## config.mk

```make
export PLATFORM = sky130hd
export DESIGN_NAME = tt_vpu_ovi_cmpl_tracker
export DESIGN_NICKNAME = d
export VERILOG_FILES = /design/src/rtl/tt_vpu_ovi_pkg.sv /design/src/rtl/tt_vpu_id_fifo.sv /design/src/rtl/tt_vpu_ovi_cmpl_tracker.sv
export SDC_FILE = /design/constraint.sdc
export NUM_CORES = 1
export LEC_CHECK = 0
export ABC_CLOCK_PERIOD_IN_PS = 5230
export CAP_MARGIN = 15
export CORE_AREA = 3 3 115 117
export CTS_BUF_LIST = sky130_fd_sc_hd__clkbuf_8 sky130_fd_sc_hd__clkbuf_16
export DETAILED_ROUTE_END_ITERATION = 7
export DIE_AREA = 0 0 118 120
export GPL_ROUTABILITY_DRIVEN = 1
export PLACE_DENSITY = 0.74
export RECOVER_POWER = 25
export SKIP_CTS_REPAIR_TIMING = 1
export SYNTH_ARGS = -nofsm -noshare
export SYNTH_HDL_FRONTEND = slang
export SYNTH_SLANG_ARGS = --single-unit
```

## constraint.sdc

```tcl
create_clock -name clk -period 5.23 [get_ports clk]
set_input_delay 1.046 -clock clk [delete_from_list [all_inputs] [get_ports clk]]
set_output_delay 1.046 -clock clk [all_outputs]
set_load 0.05 [all_outputs]
```

## src/rtl/tt_vpu_ovi_pkg.sv

```systemverilog
`default_nettype none
// ============================================================================
// Module      : tt_vpu_ovi_pkg
// Description : Shared OVI completion types and widths for the VPU wrapper.
// Revision    : 1.0 - initial release
// ============================================================================
package tt_vpu_ovi_pkg;

  localparam int OVI_SB_ID_W  = 5;
  localparam int OVI_VSTART_W = 14;
  localparam int OVI_FFLAGS_W = 5;
  localparam int OVI_DATA_W   = 64;

  // Full OVI completion bundle so the wrapper can drive it from one signal.
  typedef struct packed {
    logic                    valid;
    logic [OVI_SB_ID_W-1:0]  sb_id;
    logic [OVI_FFLAGS_W-1:0] fflags;
    logic [OVI_DATA_W-1:0]   dest_reg;
    logic                    vxsat;
    logic [OVI_VSTART_W-1:0] vstart;
    logic                    illegal;
  } ovi_cmpl_t;

endpackage
`default_nettype wire

```

## src/rtl/tt_vpu_id_fifo.sv

```systemverilog
`default_nettype none
// ============================================================================
// Module      : tt_vpu_id_fifo
// Description : Circular FIFO with wrap-bit pointers, same-cycle push/pop
//               (pop-before-push at full) and sticky overflow/underflow flags.
// Revision    : 1.0 - initial release
// ============================================================================
module tt_vpu_id_fifo #(
  parameter  int WIDTH = 5,
  parameter  int DEPTH = 8,
  localparam int AW    = $clog2(DEPTH),
  localparam int PW    = AW + 1
) (
  input  logic             clk,
  input  logic             reset_n,
  input  logic             push_i,
  input  logic [WIDTH-1:0] push_data_i,
  input  logic             pop_i,
  output logic [WIDTH-1:0] pop_data_o,
  output logic             pop_ok_o,
  output logic             full_o,
  output logic [PW-1:0]    count_o,
  output logic             err_overflow_o,
  output logic             err_underflow_o
);

  localparam logic [PW-1:0] C_FULL_XOR = {1'b1, {AW{1'b0}}};

  logic [PW-1:0]    wr_ptr_q, wr_ptr_d;
  logic [PW-1:0]    rd_ptr_q, rd_ptr_d;
  logic [PW-1:0]    count_q, count_d;
  logic             ovf_q, ovf_d;
  logic             unf_q, unf_d;
  logic [WIDTH-1:0] mem_q [DEPTH];

  logic w_full;
  logic w_empty;
  logic w_push_ok;
  logic w_pop_ok;

  assign w_full  = ((wr_ptr_q ^ rd_ptr_q) == C_FULL_XOR);
  assign w_empty = (wr_ptr_q == rd_ptr_q);

  // A pop frees the head slot in the same cycle, so a push at full is legal
  // whenever a pop is requested (a full FIFO is never empty).
  assign w_pop_ok  = pop_i & ~w_empty;
  assign w_push_ok = push_i & (~w_full | pop_i);

  // Next-state for pointers, occupancy and sticky errors.
  always_comb begin
    wr_ptr_d = wr_ptr_q + {{AW{1'b0}}, w_push_ok};
    rd_ptr_d = rd_ptr_q + {{AW{1'b0}}, w_pop_ok};
    count_d  = wr_ptr_d - rd_ptr_d;
    ovf_d    = ovf_q | (push_i & w_full & ~pop_i);
    // A same-cycle push never satisfies a pop on an empty FIFO.
    unf_d    = unf_q | (pop_i & w_empty);
  end

  // Pointer, occupancy and error-flag registers.
  always_ff @(posedge clk or negedge reset_n) begin
    if (!reset_n) begin
      wr_ptr_q <= '0;
      rd_ptr_q <= '0;
      count_q  <= '0;
      ovf_q    <= 1'b0;
      unf_q    <= 1'b0;
    end else begin
      wr_ptr_q <= wr_ptr_d;
      rd_ptr_q <= rd_ptr_d;
      count_q  <= count_d;
      ovf_q    <= ovf_d;
      unf_q    <= unf_d;
    end
  end

  // Storage array; contents are qualified by the pointers so no reset needed.
  always_ff @(posedge clk) begin
    if (w_push_ok) begin
      mem_q[wr_ptr_q[AW-1:0]] <= push_data_i;
    end
  end

  assign pop_data_o      = mem_q[rd_ptr_q[AW-1:0]];
  assign pop_ok_o        = w_pop_ok;
  assign full_o          = w_full;
  assign count_o         = count_q;
  assign err_overflow_o  = ovf_q;
  assign err_underflow_o = unf_q;

endmodule
`default_nettype wire

```

## src/rtl/tt_vpu_ovi_cmpl_tracker.sv

```systemverilog
`default_nettype none
// ============================================================================
// Module      : tt_vpu_ovi_cmpl_tracker
// Description : In-order pairing of pipeline commits with accepted scoreboard
//               IDs; drives registered OVI completion fields and one issue
//               credit per completed instruction.
// Revision    : 1.0 - initial release
// ============================================================================
module tt_vpu_ovi_cmpl_tracker
  import tt_vpu_ovi_pkg::*;
#(
  parameter  int SB_ID_W = 5,
  parameter  int DEPTH   = 8,
  parameter  int DATA_W  = 64,
  localparam int CW      = $clog2(DEPTH) + 1
) (
  input  logic                    clk,
  input  logic                    reset_n,
  input  logic                    accept_valid,
  input  logic [SB_ID_W-1:0]      accept_sb_id,
  output logic                    accept_ready,
  input  logic                    commit_valid,
  input  logic [4:0]              commit_fflags,
  input  logic [DATA_W-1:0]       commit_data,
  input  logic                    commit_vxsat,
  input  logic                    commit_illegal,
  output logic                    completed_valid,
  output logic [SB_ID_W-1:0]      completed_sb_id,
  output logic [4:0]              completed_fflags,
  output logic [DATA_W-1:0]       completed_dest_reg,
  output logic                    completed_vxsat,
  output logic [OVI_VSTART_W-1:0] completed_vstart,
  output logic                    completed_illegal,
  output logic                    issue_credit,
  output logic [CW-1:0]           inflight_count,
  output logic                    err_overflow,
  output logic                    err_underflow
);

  logic [SB_ID_W-1:0] w_head_id;
  logic               w_pop_ok;
  logic               w_full;

  logic               valid_q,   valid_d;
  logic               credit_q,  credit_d;
  logic [SB_ID_W-1:0] sb_id_q,   sb_id_d;
  logic [4:0]         fflags_q,  fflags_d;
  logic [DATA_W-1:0]  dest_q,    dest_d;
  logic               vxsat_q,   vxsat_d;
  logic               illegal_q, illegal_d;

  tt_vpu_id_fifo #(
    .WIDTH (SB_ID_W),
    .DEPTH (DEPTH)
  ) u_id_fifo (
    .clk             (clk),
    .reset_n         (reset_n),
    .push_i          (accept_valid),
    .push_data_i     (accept_sb_id),
    .pop_i           (commit_valid),
    .pop_data_o      (w_head_id),
    .pop_ok_o        (w_pop_ok),
    .full_o          (w_full),
    .count_o         (inflight_count),
    .err_overflow_o  (err_overflow),
    .err_underflow_o (err_underflow)
  );

  // A commit this cycle frees a slot, so the pipeline may push even at full.
  assign accept_ready = ~w_full | commit_valid;

  // Completion stage: strobe/credit follow a valid pop, data fields hold otherwise.
  always_comb begin
    valid_d   = w_pop_ok;
    credit_d  = w_pop_ok;
    sb_id_d   = sb_id_q;
    fflags_d  = fflags_q;
    dest_d    = dest_q;
    vxsat_d   = vxsat_q;
    illegal_d = illegal_q;
    if (w_pop_ok) begin
      sb_id_d   = w_head_id;
      fflags_d  = commit_fflags;
      dest_d    = commit_data;
      vxsat_d   = commit_vxsat;
      illegal_d = commit_illegal;
    end
  end

  // Output register stage; reset discards anything about to complete.
  always_ff @(posedge clk or negedge reset_n) begin
    if (!reset_n) begin
      valid_q   <= 1'b0;
      credit_q  <= 1'b0;
      sb_id_q   <= '0;
      fflags_q  <= '0;
      dest_q    <= '0;
      vxsat_q   <= 1'b0;
      illegal_q <= 1'b0;
    end else begin
      valid_q   <= valid_d;
      credit_q  <= credit_d;
      sb_id_q   <= sb_id_d;
      fflags_q  <= fflags_d;
      dest_q    <= dest_d;
      vxsat_q   <= vxsat_d;
      illegal_q <= illegal_d;
    end
  end

  assign completed_valid    = valid_q;
  assign issue_credit       = credit_q;
  assign completed_sb_id    = sb_id_q;
  assign completed_fflags   = fflags_q;
  assign completed_dest_reg = dest_q;
  assign completed_vxsat    = vxsat_q;
  assign completed_illegal  = illegal_q;
  assign completed_vstart   = '0;

endmodule
`default_nettype wire

```

# Yosys cells after proc, flatten, opt, wreduce, memory -nomap -nowiden
# Memories as Yosys holds them, arrays and structs flattened. A register that Yosys moved wholly into a read port is not among the register bits.
# Index checks and enable logic that the tools add are counted.
# Widths: inputs -> output; s select.
op_classes:
  addsub: 3
  n_eq_ne: 2
  mux: 2
  bitwise_logic: 12
  n_reduce_logical: 1
op_table:
  columns: ["operator", "n"]
  rows:
  - ["$add 4x1->4", 2]
  - ["$and 1x1->1", 5]
  - ["$eq 4x4->1", 1]
  - ["$eq 4x4->1 const B", 1]
  - ["$sub 4x4->4", 1]
  - ["$xor 4x4->4", 1]
  - ["$not 1->1", 3]
  - ["$or 1x1->1", 3]
  - ["$mux 1", 2]
  - ["$logic_not 1->1", 1]
totals:
  reg_bits: 86
  ram_bits: 40
  inputBits: 80
  word_cells: 31
  memories: 1
memory_table:
  columns: ["name", "words", "word_bits", "read_ports", "rd_clocked_by_memory_dff", "wr", "line", "text"]
  rows:
  - ["u_id_fifo.mem_q", 8, 5, 1, 1, 1, "tt_vpu_id_fifo.sv:34", "logic [WIDTH-1:0] mem_q [DEPTH];"]

# Depth between registers and ports, before layout
# Gate-level depths: netlist of run 1.
logic_depth:
  word_depth: 7
  depth_mapped: 13

# Hierarchy
# A second synthesis of run 1 with hierarchy kept.
unflattened:
  cells_unflattened: 312
  area_unflattened_um2: 5415.2
by_module_without_submodules:
  columns: ["module", "instances", "cells_each", "area_per_inst_um2", "seq_area_each_um2"]
  rows:
  - ["tt_vpu_ovi_cmpl_tracker", 1, 178, 3123.0, 1926.8]
  - ["tt_vpu_id_fifo", 1, 134, 2292.2, 1551.5]

# Worst setup path before layout of run 1
# Ideal clock, no wire load.
synth_path:
  path_type: "in2reg"
  startpoint: "input commit_valid"
  endpoint: "register u_id_fifo.count_q[3] (netlist: u_id_fifo.count_o[3])"
  setup_time_ns: 0.135
  arrival_ns: 3.051
  required_time_ns: 5.095
  slack_ns: 2.043
  path_stages: 10
  cell_sequence: "nand2b_1 nor2_1 inv_1 and2_1 ha_1 ha_1 ha_1 a21o_1 a21oi_1 xor3_1"
synth_between:
  elab_chain_len: 4
  word_cells_on_any_way: 6
  cone_classes: "3 x add/sub; 3 x bitwise"
synth_lines:
  columns: ["element", "line", "text"]
  rows:
  - ["from (decl)", "tt_vpu_ovi_cmpl_tracker.sv:22", "input logic commit_valid,"]
  - ["$or 1x1->1", null, null]
  - ["via accept_ready", "tt_vpu_ovi_cmpl_tracker.sv:21", "output logic accept_ready,"]
  - ["$and 1x1->1", "tt_vpu_id_fifo.sv:47", "assign w_push_ok = push_i & (~w_full | pop_i);"]
  - ["$add 4x1->4", "tt_vpu_id_fifo.sv:51", "wr_ptr_d = wr_ptr_q + {{AW{1'b0}}, w_push_ok};"]
  - ["via u_id_fifo.wr_ptr_d[1]", "tt_vpu_id_fifo.sv:29", "logic [PW-1:0] wr_ptr_q, wr_ptr_d;"]
  - ["$sub 4x4->4", "tt_vpu_id_fifo.sv:53", "count_d = wr_ptr_d - rd_ptr_d;"]
  - ["via u_id_fifo.count_d[3]", "tt_vpu_id_fifo.sv:31", "logic [PW-1:0] count_q, count_d;"]
  - ["to (signal assigned)", "tt_vpu_id_fifo.sv:70", "count_q <= count_d;"]
  - ["to (decl)", "tt_vpu_id_fifo.sv:31", null]
# The timed path passes the listed nets, and every way through them passes these cells.
# A chain may end at the register's enable or synchronous reset.

# Worst setup path after layout of run 1
layout_path:
  startpoint: "register u_id_fifo.rd_ptr_q[0]"
  endpoint: "output accept_ready"
layout_between:
  elab_chain_len: 4
layout_lines:
  columns: ["element", "line", "text"]
  rows:
  - ["from (decl)", "tt_vpu_id_fifo.sv:30", "logic [PW-1:0] rd_ptr_q, rd_ptr_d;"]
  - ["from (signal assigned)", "tt_vpu_id_fifo.sv:69", "rd_ptr_q <= rd_ptr_d;"]
  - ["$xor 4x4->4", "tt_vpu_id_fifo.sv:41", "assign w_full = ((wr_ptr_q ^ rd_ptr_q) == C_FULL_XOR);"]
  - ["$eq 4x4->1", "tt_vpu_id_fifo.sv:41", null]
  - ["$not 1->1", "tt_vpu_ovi_cmpl_tracker.sv:70", "assign accept_ready = ~w_full | commit_valid;"]
  - ["$or 1x1->1", "tt_vpu_ovi_cmpl_tracker.sv:70", null]
  - ["to (decl)", "tt_vpu_ovi_cmpl_tracker.sv:21", null]
# No other way between the ends.

==> key figures, run 1 <==
Critical path
  – Setup crit end: accept_ready
  – CP max stage cell: dfrtp_1
  – Critical Path Source: u_id_fifo.rd_ptr_q[0]
  – Startpoint types: flip-flop
  – Type of the worst setup path: reg -> out
  – R2R depth: 5
  – Worst setup EP type: output port
  – CP Max Fanout: 12
  – Crit path arrival time: between 2 and 3 ns
  – R2R Setup Slk: between 1.5 and 2 ns
  – CP Cell Sequence: xor2_1 -> or3_1 -> nor2_1 -> inv_1 -> clkdlybuf4s50_1
  – Worst EP required: about 4.2 ns
  – RR Endpoint: completed_dest_reg[15]
  – RR Startpoint: u_id_fifo.rd_ptr_q[0]
  – Crit-path max cell delay: about 0.8 ns

Finish
  – Inserted Diodes: 0
  – Finished Layout Cells: approximately 660
  – Nets: roughly 570
  – Layout cells sized above 1: a little under a quarter
  – Number of fill cells: approximately 950
  – Final std cell area, no fill: between 0.007 and 0.008 sq mm
  – Max reg flops: 64
  – Sequential cell area: 0.00348 sq mm
  – Area delta synth->final: 40.5%
  – Multi-input gate area: ~0.0018 sq mm
  – Final core occ: a little over three fifths

Logic synthesis
  – Top cells by instance count after synthesis: dfrtp_1, mux2_4, edfxtp_1
  – Largest family of logic cells by synthesized area: multiplexers
  – Top-count cell post-synth: dfrtp_1
  – XOR/XNOR Fraction of Synth Area: roughly 1.9%
  – Mux share of post-synthesis cell area: ~24%
  – Synth Flop Type: dfrtp_1
  – FF+latch count, synth: 131
  – EDFF count, synth: 40
  – Adder-Cell Fraction of Synth Area: 1.94%
  – Compound-cell area share of the yosys netlist: approximately 1.5%
  – Synth Area per Inst: between 15 and 20 sq um
  – Synth Area in Simple Gates: under 10%
  – Synth async-reset ratio: slightly below 70%
  – Post-synth cell types: 30
  – Yosys warnings: 0
  – Sequential-to-total area share from yosys stat: a little over three fifths
  – Share of the synthesized area in the top cell type: roughly two fifths
  – Ranking of synthesized cells by area: dfrtp_1, edfxtp_1, mux2_4, mux4_2, buf_12
  – Synth Instances: between 300 and 400
  – Mapped Area: about 0.0055 sq mm
  – Leading area contributor after synthesis: dfrtp_1

Global route
  – Largest net degree at the start of global routing: 48
  – First-pass GRT wire length: roughly 19000 um
  – Total global-route track usage: between 15 and 20%
  – Number of global-route vias before repair: between 3000 and 4000
  – Total grt overflow: 0
  – Initial antenna violation count: 0

Timing
  – Final count of hold timing violations: 0
  – TNS Setup: 0 ns
  – Setup Viol. Count Final: 0
  – Final worst path period need: 3.80 ns
  – Slew Limit Fails: 46
  – RSZ-0062 raised after global routing: no
  – Worst-Margin Slew: 2.49 ns
  – Max_slew headroom: -66.0%
  – Setup Skew: 0.00880 ns
  – Hold slack final: between 0.4 and 0.5 ns
  – Fmax: roughly 0.26 GHz
  – Period utilisation layout: between 70% and 80%

Drt
  – Routed wire per std cell: 17.6 um
  – Total Routed Length: ~12000 um
  – Pre-antenna DRT Iters: 4
  – ANT nets after route: 0
  – Vias: 3108
  – 1st-iter DRT viols: roughly 180
  – Number of remaining DRC errors: 0
  – Via/cell ratio: between 4 and 5

Place
  – Routability Congestion: slightly above 0.7
  – IO Port Bufs: about 160
  – Dpl cells: 631
  – Placed Area: 0.00718 sq mm
  – Hpwl dp: slightly above 8000 um

Floorplan
  – Core Box Area: approximately 0.012 sq mm
  – Die Width: between 100 and 150 um
  – Die area: between 0.01 and 0.015 sq mm
  – Rows: between 40 and 50
  – Initial cell density of the core: approximately 44%
  – Die height: about 120 um
  – Ports: 179

Status
  – Status: finished, violations left
  – Violated checks: capacitance limit, slew limit

CTS
  – Clock Latency Late Sink: about 0.42 ns
  – CTS root buffer: clkbuf_16
  – Cts bufs inserted: 17
  – Max Root-Sink Buffers: 2
  – H-tree depth: 4
  – Clk sinks: 131
  – Clock slew at reported path FFs: 0.06 ns
  – CTS tree: built

Pwr
  – Leak: 3.32 nW
  – PwrDens: 711 mW/mm^2
  – Peak supply drop: 0.000383 V

Hold path
  – Tightest Hold Check Type: reg -> reg

Flow run
  – Max_cap viols: 1
[cell families after synthesis]
group | after synthesis
buffers and inverters | 36
DFF | 131
other | 1
xor gates and xnor gates | 10
AOI/OAI and AO/OA | 12
adders and majority gates | 8
and+or+nand+nor | 23
muxes | 86
[through the flow]
stage / worst slack [ns] / power [mW]
after floorplan: 2.04 / 3.59
after global placement: 1.45 / 4.31
after detailed placement: 1.42 / 4.35
after CTS: 1.26 / 5.62
after global routing: 0.983 / 5.78
final: 1.43 / 5.53
[metal layers]
layer | part of all wire, % | wire, um | GRT usage, % | vias up
li1 | - | - | - | 1406
met1 | 42 | 4900 | 21.0 | 1577
met2 | 51 | 5890 | 28.5 | 113
met3 | 6.1 | 713 | 5.84 | 12
met4 | 1.2 | 140 | 6.81 | 0
met5 | 0 | 0 | 0 | -
[where the power goes]
group / internal (mW) / leakage (nW) / total, mW / switching [mW]
registers: 1.41 / 1.43 / 1.66 / 0.250
logic: 1.09 / 1.59 / 2.63 / 1.54
clock network: 0.802 / 0.313 / 1.24 / 0.436
total: 3.31 / 3.32 / 5.53 / 2.22
[how the worst min path moves through the flow]
stage | start | to | slack, ns | depth (start not counted)
after floorplan | u_id_fifo.rd_ptr_q[3] | u_id_fifo.rd_ptr_q[3] | 0.49 | 1
after global placement | u_id_fifo.err_underflow_o | u_id_fifo.err_underflow_o | 0.44 | 1
after detailed placement | u_id_fifo.err_overflow_o | u_id_fifo.err_overflow_o | 0.45 | 1
after CTS | u_id_fifo.err_overflow_o | u_id_fifo.err_overflow_o | 0.47 | 1
after global routing | u_id_fifo.err_overflow_o | u_id_fifo.err_overflow_o | 0.49 | 1
final | u_id_fifo.err_overflow_o | u_id_fifo.err_overflow_o | 0.46 | 1
[worst max-delay path: cells and delay by family (launching register included)]
family	cells	cell delay [ns]
xor gates and xnor gates	1	0.17
buffers and inverters	2	0.79
DFF	1	0.80
and+or+nand+nor	2	0.59
[layout make-up]
class	count	share of cell area, %
Clock inverter	13	1.98
Tap cell	172	2.76
Timing Repair Buffer	167	21.3
Sequential cell	131	44.7
Multi-Input combinational cell	153	22.8
Inverter	8	0.386
Clock buffer	19	6.11
[cell usage in the layout, fill, tap and decap left out]
cell,count
clkinv_2,6
nor3_1,2
or3_1,1
bufinv_16,3
inv_1,8
edfxtp_1,40
a21oi_1,1
dlygate4sd3_1,5
conb_1,14
a21o_1,3
nand3_1,2
mux2_2,2
dfrtp_1,91
and2_1,1
o21ai_0,5
fa_1,1
nand2_1,6
ha_1,7
mux2_4,69
clkbuf_2,1
xnor2_1,3
clkbuf_16,19
clkbuf_1,1
o211ai_1,2
clkinvlp_4,1
o41ai_1,1
mux2i_1,5
nor2_1,8
clkinv_4,3
mux4_2,10
xor2_1,6
nand2b_1,3
clkdlybuf4s50_1,158
buf_4,2
xor3_1,1
(Power assumes the default switching activity.)
==> run 2, diff against run 1 <==
Settings changed: ABC_CLOCK_PERIOD_IN_PS 5230 to 3400, CORE_AREA 3 3 115 117 to 3 3 119 121, DIE_AREA 0 0 118 120 to 0 0 122 124, PLACE_DENSITY 0.74 to 0.72.
Clock period 5.23 ns to 3.4 ns, I/O delays scaled along.
==> run 2 against run 1 <==
Against the previous run: the run still ends with capacitance limit, slew limit left; die area up 6.8%; first-iteration DRC count down 11%; final cell count up 1.2%; clock power up 59%; non-clock buffer count up 4; hold slack better by 0.014 ns; routed wire length down 0.70%; sequential power up 49%; clock skew down 0.00064 ns; highest routed layer unchanged; via count up 0.23%; flip-flop and latch count unchanged.
==> key figures, run 2 (same netlist as run 1, synthesis figures left out) <==
Finish
  – Nets: 570 (+0.71%)
  – Max reg flops: 64 (unchanged)
  – Layout cells sized above 1: 23.6% (about the same)
  – Leading cell types in the layout, fill and taps excluded: clkdlybuf4s50_1, dfrtp_1, mux2_4
  – Sequential cell area: 0.00348 sq mm (unchanged)
  – Most common cell after layout, fill and taps aside: clkdlybuf4s50_1
  – Inserted Diodes: 0 (unchanged)
  – Area delta synth->final: 41.8%
  – Multi-input gate area: 0.00180 sq mm (+1.1%)
  – Final std cell area, no fill: 0.00786 sq mm (+0.92%)
  – Finished Layout Cells: 671 (+1.2%)
  – Number of fill cells: 1005 (+5.3%)

Timing
  – Max_slew headroom: -46.6% (+19 points)
  – Final worst path period need: 3.19 ns
  – Period utilisation layout: a little over nine tenths
  – TNS Setup: 0 ns (unchanged)
  – Setup Skew: 0.00817 ns (-0.000640 ns)
  – Fmax: 0.314 GHz
  – Hold slack final: 0.473 ns (+0.0142 ns)
  – Slew Limit Fails: 92 (+100%)
  – Setup Viol. Count Final: 0 (unchanged)
  – Worst-Margin Slew: 2.20 ns (-0.292 ns)
  – Final count of hold timing violations: 0 (unchanged)
  – RSZ-0062 raised after global routing: no

Drt
  – ANT nets after route: 0 (unchanged)
  – Vias: 3115 (+0.23%)
  – Pre-antenna DRT Iters: 4 (unchanged)
  – Total Routed Length: 11600 um (-0.70%)
  – Routed wire per std cell: 17.2 um (-1.9%)
  – Via/cell ratio: 4.64 (-0.97%)
  – Number of remaining DRC errors: 0 (unchanged)
  – 1st-iter DRT viols: 161 (-11%)

CTS
  – CTS root buffer: clkbuf_16
  – CTS tree: built
  – Clock Latency Late Sink: 0.41 ns (about the same)
  – H-tree depth: 4 (unchanged)
  – Clk sinks: 131 (unchanged)
  – Max Root-Sink Buffers: 2 (unchanged)
  – Clock slew at reported path FFs: 0.05 ns (about the same)
  – Cts bufs inserted: 17 (unchanged)

Critical path
  – R2R depth: 11 (+6)
  – Levels on crit path: 5 (unchanged)
  – Buf/Inv on CP: 2 (unchanged)
  – CP Max Fanout: 8 (-4)
  – CP max stage cell: clkdlybuf4s50_1
  – CP Cell Sequence: xor2_1 -> or3_1 -> nor2_1 -> inv_1 -> clkdlybuf4s50_1
  – Crit-path max cell delay: 0.70 ns (-0.10 ns)
  – Type of the worst setup path: reg -> out
  – Delay-heaviest family, CP: buffers and inverters
  – Worst EP required: 2.72 ns (-1.46 ns)
  – Crit path arrival time: 2.51 ns (-0.25 ns)
  – Startpoint types: flip-flop
  – Worst setup EP type: output port

Hold path
  – Hold-critical path depth: 1 (unchanged)
  – Tightest Hold Check Type: reg -> reg

Floorplan
  – Die height: 124 um (+3.3%)
  – Die Width: 122 um (+3.4%)
  – Rows: 42 (+2.4%)
  – Die area: 0.0151 sq mm (+6.8%)
  – Initial cell density of the core: 42.0% (-2.4 points)
  – Ports: 179 (unchanged)
  – Core Box Area: 0.0132 sq mm (+5.8%)

Place
  – IO Port Bufs: 164 (unchanged)
  – Hpwl dp: 8290 um (+1.4%)
  – Placed Area: 0.00723 sq mm (+0.66%)
  – Routability Congestion: 0.716 (-1.1%)
  – Dpl cells: 639 (+1.3%)

Global route
  – Largest net degree at the start of global routing: 92 (+92%)
  – Total grt overflow: 0 (unchanged)
  – Total global-route track usage: 15.8% (-1.5 points)
  – Initial antenna violation count: 0 (unchanged)
  – First-pass GRT wire length: 18200 um (-2.8%)
  – Number of global-route vias before repair: 3428 (+1.5%)

Pwr
  – PwrDens: 1100 mW/mm^2 (+55%)
  – Leak: 3.36 nW (+1.1%)
  – Flop pwr share: 28.6% (-1.5 points)
  – Clk pwr share: 22.7% (+0.3 points)
  – Combinational share of power: 48.7% (+1.2 points)
  – P_int: 5.23 mW (+58%)
  – Switching Share: 39.7% (-0.48 points)
  – Peak supply drop: 0.000982 V (+160%)
  – Net Sw Power: 3.44 mW (+55%)
  – Total Power: 8.67 mW (+57%)

Status
  – Status: finished, violations left
  – Violated checks: capacitance limit, slew limit

Flow run
  – Max_cap viols: 1 (unchanged)
## run 2: cell types whose count changed in the layout (fill, tap and decap cells not counted), moves of 3 or more
cell / before / now
buf_4: 2 / 6
dlygate4sd3_1: 5 / 0
clkdlybuf4s50_1: 158 / 163
clkinv_1: 0 / 3
clkinv_2: 6 / 1
## run 2: layout make-up
type	instances	area share, %
flip-flops and latches	131	44.3
multi-input cells	153	22.9
repair buffers	171	21.5
clock buffers	19	5.77
well taps	176	2.80
clock inverters	13	2.42
inverters	8	0.382
## run 2: routing by layer
layer | GRT usage [%] | routed length [um] | up-vias
li1 | - | - | 1420
met1 | 19.5 | 4790 | 1584
met2 | 26.3 | 5930 | 95
met3 | 4.27 | 648 | 16
met4 | 6.51 | 195 | 0
met5 | 0 | 0 | -
## run 2: final timing paths
check,slack [ns],end,startpoint
worst min register to register,0.47,u_id_fifo.err_underflow_o,u_id_fifo.err_underflow_o
worst max-delay path,0.21,accept_ready,u_id_fifo.wr_ptr_q[1]
max in group asynchronous,1.07,u_id_fifo.rd_ptr_q[3],reset_n
min in group asynchronous,1.02,completed_dest_reg[29],reset_n
worst max register to register,0.34,u_id_fifo.count_o[3],u_id_fifo.wr_ptr_q[1]
worst min-delay path,0.47,u_id_fifo.err_underflow_o,u_id_fifo.err_underflow_o
## run 2: worst reg2reg max path, cell delays in order, from the launching register on
cell     delay [ns]
dfrtp_1        0.47
xor2_1         0.22
or3_1          0.46
nor2_1         0.18
inv_1          0.07
and2_1         0.16
ha_1           0.19
ha_1           0.33
ha_1           0.29
a21o_1         0.16
a21oi_1        0.17
xor3_1         0.25
## run 2: power by group through the flow
stage	combinational [mW]	clock, mW	sequential [mW]
finish	4.22	1.97	2.48
global route	4.43	2.07	2.55
CTS	4.27	2.01	2.49
detailed placement	4.22	0	2.51
global placement	4.18	0	2.48
floorplan	1.61	0	3.91
## run 2: metrics by stage
stage	worst slack, ns	utilization [%]
2_1_floorplan	0.333	-
5_1_grt	0.107	59.6
6_report	0.214	59.6
4_1_cts	0.193	59.7
3_5_place_dp	0.108	54.8
3_3_place_gp	0.196	54.8
==> run 3, diff against run 2 <==
Settings changed: CORE_AREA 3 3 119 121 to 3 3 91 158, DIE_AREA 0 0 122 124 to 0 0 94 161.
==> run 3 against run 2 <==
Against the previous run: the flow now finishes without violations; count of clock-buffer cells in the layout shrank 1; die area is essentially flat; total power shrank 1.9%; sequential share of layout area grew 0.26 points; utilization shrank 0.89 points; largest power group unchanged.
==> key figures, run 3 (same netlist as run 1, synthesis figures left out) <==
Critical path
  – Crit path arrival time: 2.52 ns (about the same)
  – Type of the worst setup path: reg -> out
  – CP Max Fanout: 8 (unchanged)
  – Worst EP required: 2.72 ns (about the same)
  – Startpoint types: flip-flop
  – Crit-path max cell delay: 0.70 ns (about the same)
  – CP Cell Sequence: xor2_1 -> or3_1 -> nor2_1 -> inv_1 -> clkdlybuf4s50_1
  – Worst setup EP type: output port
  – CP max stage cell: clkdlybuf4s50_1

Global route
  – Largest net degree at the start of global routing: 53 (-42%)
  – Total global-route track usage: 17.0% (+1.3 points)
  – Number of global-route vias before repair: 3545 (+3.4%)
  – Total grt overflow: 0 (unchanged)
  – First-pass GRT wire length: 19500 um (+7.1%)
  – Initial antenna violation count: 0 (unchanged)

CTS
  – H-tree depth: 4 (unchanged)
  – CTS root buffer: clkbuf_16
  – Clock Latency Late Sink: 0.41 ns (about the same)
  – Max Root-Sink Buffers: 2 (unchanged)
  – Clock slew at reported path FFs: 0.06 ns (about the same)
  – CTS tree: built
  – Cts bufs inserted: 17 (unchanged)
  – Clk sinks: 131 (unchanged)

Drt
  – Via/cell ratio: 4.69 (+1.0%)
  – Number of remaining DRC errors: 0 (unchanged)
  – ANT nets after route: 0 (unchanged)
  – Pre-antenna DRT Iters: 4 (unchanged)
  – Vias: 3146 (+1.0%)
  – Total Routed Length: 12200 um (+5.1%)
  – 1st-iter DRT viols: 72 (-55%)
  – Routed wire per std cell: 18.1 um (+5.1%)

Timing
  – Setup Viol. Count Final: 0 (unchanged)
  – Period utilisation layout: 94.1% (+0.39 points)
  – Worst-Margin Slew: 1.29 ns (-0.914 ns)
  – Max_slew headroom: 14.3% (+61 points)
  – Setup Skew: 0.00988 ns (+0.00172 ns)
  – TNS Setup: 0 ns (unchanged)
  – RSZ-0062 raised after global routing: no
  – PnR worst setup slack: 0.201 ns (-0.0132 ns)
  – Slew Limit Fails: 0 (-100%)
  – Final count of hold timing violations: 0 (unchanged)
  – Final worst path period need: 3.20 ns (+0.0132 ns)
  – Fmax: 0.313 GHz (-0.41%)

Floorplan
  – Die Width: 94 um (-23%)
  – Ports: 179 (unchanged)
  – Core Box Area: 0.0133 sq mm (+0.93%)
  – Die area: 0.0151 sq mm (about the same)
  – Initial cell density of the core: 41.6% (-0.39 points)
  – Die height: 161 um (+30%)
  – Rows: 56 (+33%)

Finish
  – Nets: 572 (+0.35%)
  – Finished Layout Cells: 671 (unchanged)
  – Inserted Diodes: 0 (unchanged)
  – Layout cells sized above 1: 24.5% (+0.91 points)
  – Most common cell after layout, fill and taps aside: clkdlybuf4s50_1
  – Number of fill cells: 1060 (+5.5%)
  – Area delta synth->final: 41.0%
  – Max reg flops: 64 (unchanged)
  – Leading cell types in the layout, fill and taps excluded: clkdlybuf4s50_1, dfrtp_1, mux2_4

Place
  – Dpl cells: 639 (unchanged)
  – Pre-CTS setup slack: 0.177 ns (+0.0687 ns)
  – IO Port Bufs: 164 (unchanged)
  – Hpwl dp: 9080 um (+9.6%)
  – Routability Congestion: 0.756 (+5.5%)

Hold path
  – Tightest Hold Check Type: reg -> reg

Pwr
  – PwrDens: 1090 mW/mm^2 (-1.4%)
  – Peak supply drop: 0.000666 V (-32%)
  – Leak: 3.34 nW (-0.74%)

Status
  – Status: completed

Flow run
  – Max_cap viols: 0 (-1)
-- run 3: cell types whose count changed in the layout (fill, tap and decap cells not counted), sizes merged --
cell and change:
clkbuf -1, clkdlybuf4s50 -4, buf +2, dlygate4sd3 +4
bufinv -3, inv +3, clkinvlp +1
-- run 3: per-stage QoR --
stage / area [sq um] / utilization (%) / power [mW] / hold WS [ns]
finish: 7810 / 58.7 / 8.50 / 0.472
global route: 7810 / 58.7 / 8.92 / 0.509
floorplan: 5590 / - / 5.52 / 0.384
detailed placement: 7230 / 54.3 / 6.76 / 0.465
CTS: 7820 / 58.7 / 8.61 / 0.311
global placement: 7230 / 54.3 / 6.69 / 0.442
-- run 3: final timing paths --
kind,start,to,slack [ns],cells past startpoint
worst max-delay path,u_id_fifo.wr_ptr_q[2],accept_ready,0.20,5
worst min-delay path,u_id_fifo.err_underflow_o,u_id_fifo.err_underflow_o,0.47,1
worst max register to register,u_id_fifo.wr_ptr_q[2],u_id_fifo.count_o[3],0.38,11
worst min register to register,u_id_fifo.err_underflow_o,u_id_fifo.err_underflow_o,0.47,1
max in group asynchronous,reset_n,completed_dest_reg[53],1.27,2
min in group asynchronous,reset_n,u_id_fifo.count_o[1],0.54,1
-- run 3: layout make-up --
| type | count | area, sq um | area share (%) |
|---|---|---|---|
| clock inverters | 14 | 150 | 1.92 |
| clock buffers | 18 | 439 | 5.62 |
| inverters | 8 | 30.0 | 0.384 |
| repair buffers | 173 | 1700 | 21.8 |
| flip-flops and latches | 131 | 3480 | 44.5 |
| multi-input cells | 153 | 1800 | 23.0 |
| well taps | 174 | 218 | 2.79 |
-- run 3: critical path: cells and delay by family, from the launching register on --
family	cells	cell delay [ns]
buffers and inverters	2	0.76
AND/OR/NAND/NOR	2	0.62
flip-flops	1	0.49
XOR/XNOR	1	0.23
-- run 3: where the power goes --
group          internal [mW]  switching, mW  leakage (nW)
clock                   1.11          0.703         0.286
combinational           1.72           2.49          1.62
sequential              2.18          0.306          1.43
-- run 3: routing by layer --
layer,global-route usage [%],up-vias,wire length [um]
li1,-,1425,-
met1,18.9,1605,4370
met2,31.2,100,6990
met3,3.63,16,560
met4,6.38,0,240
met5,0,-,0
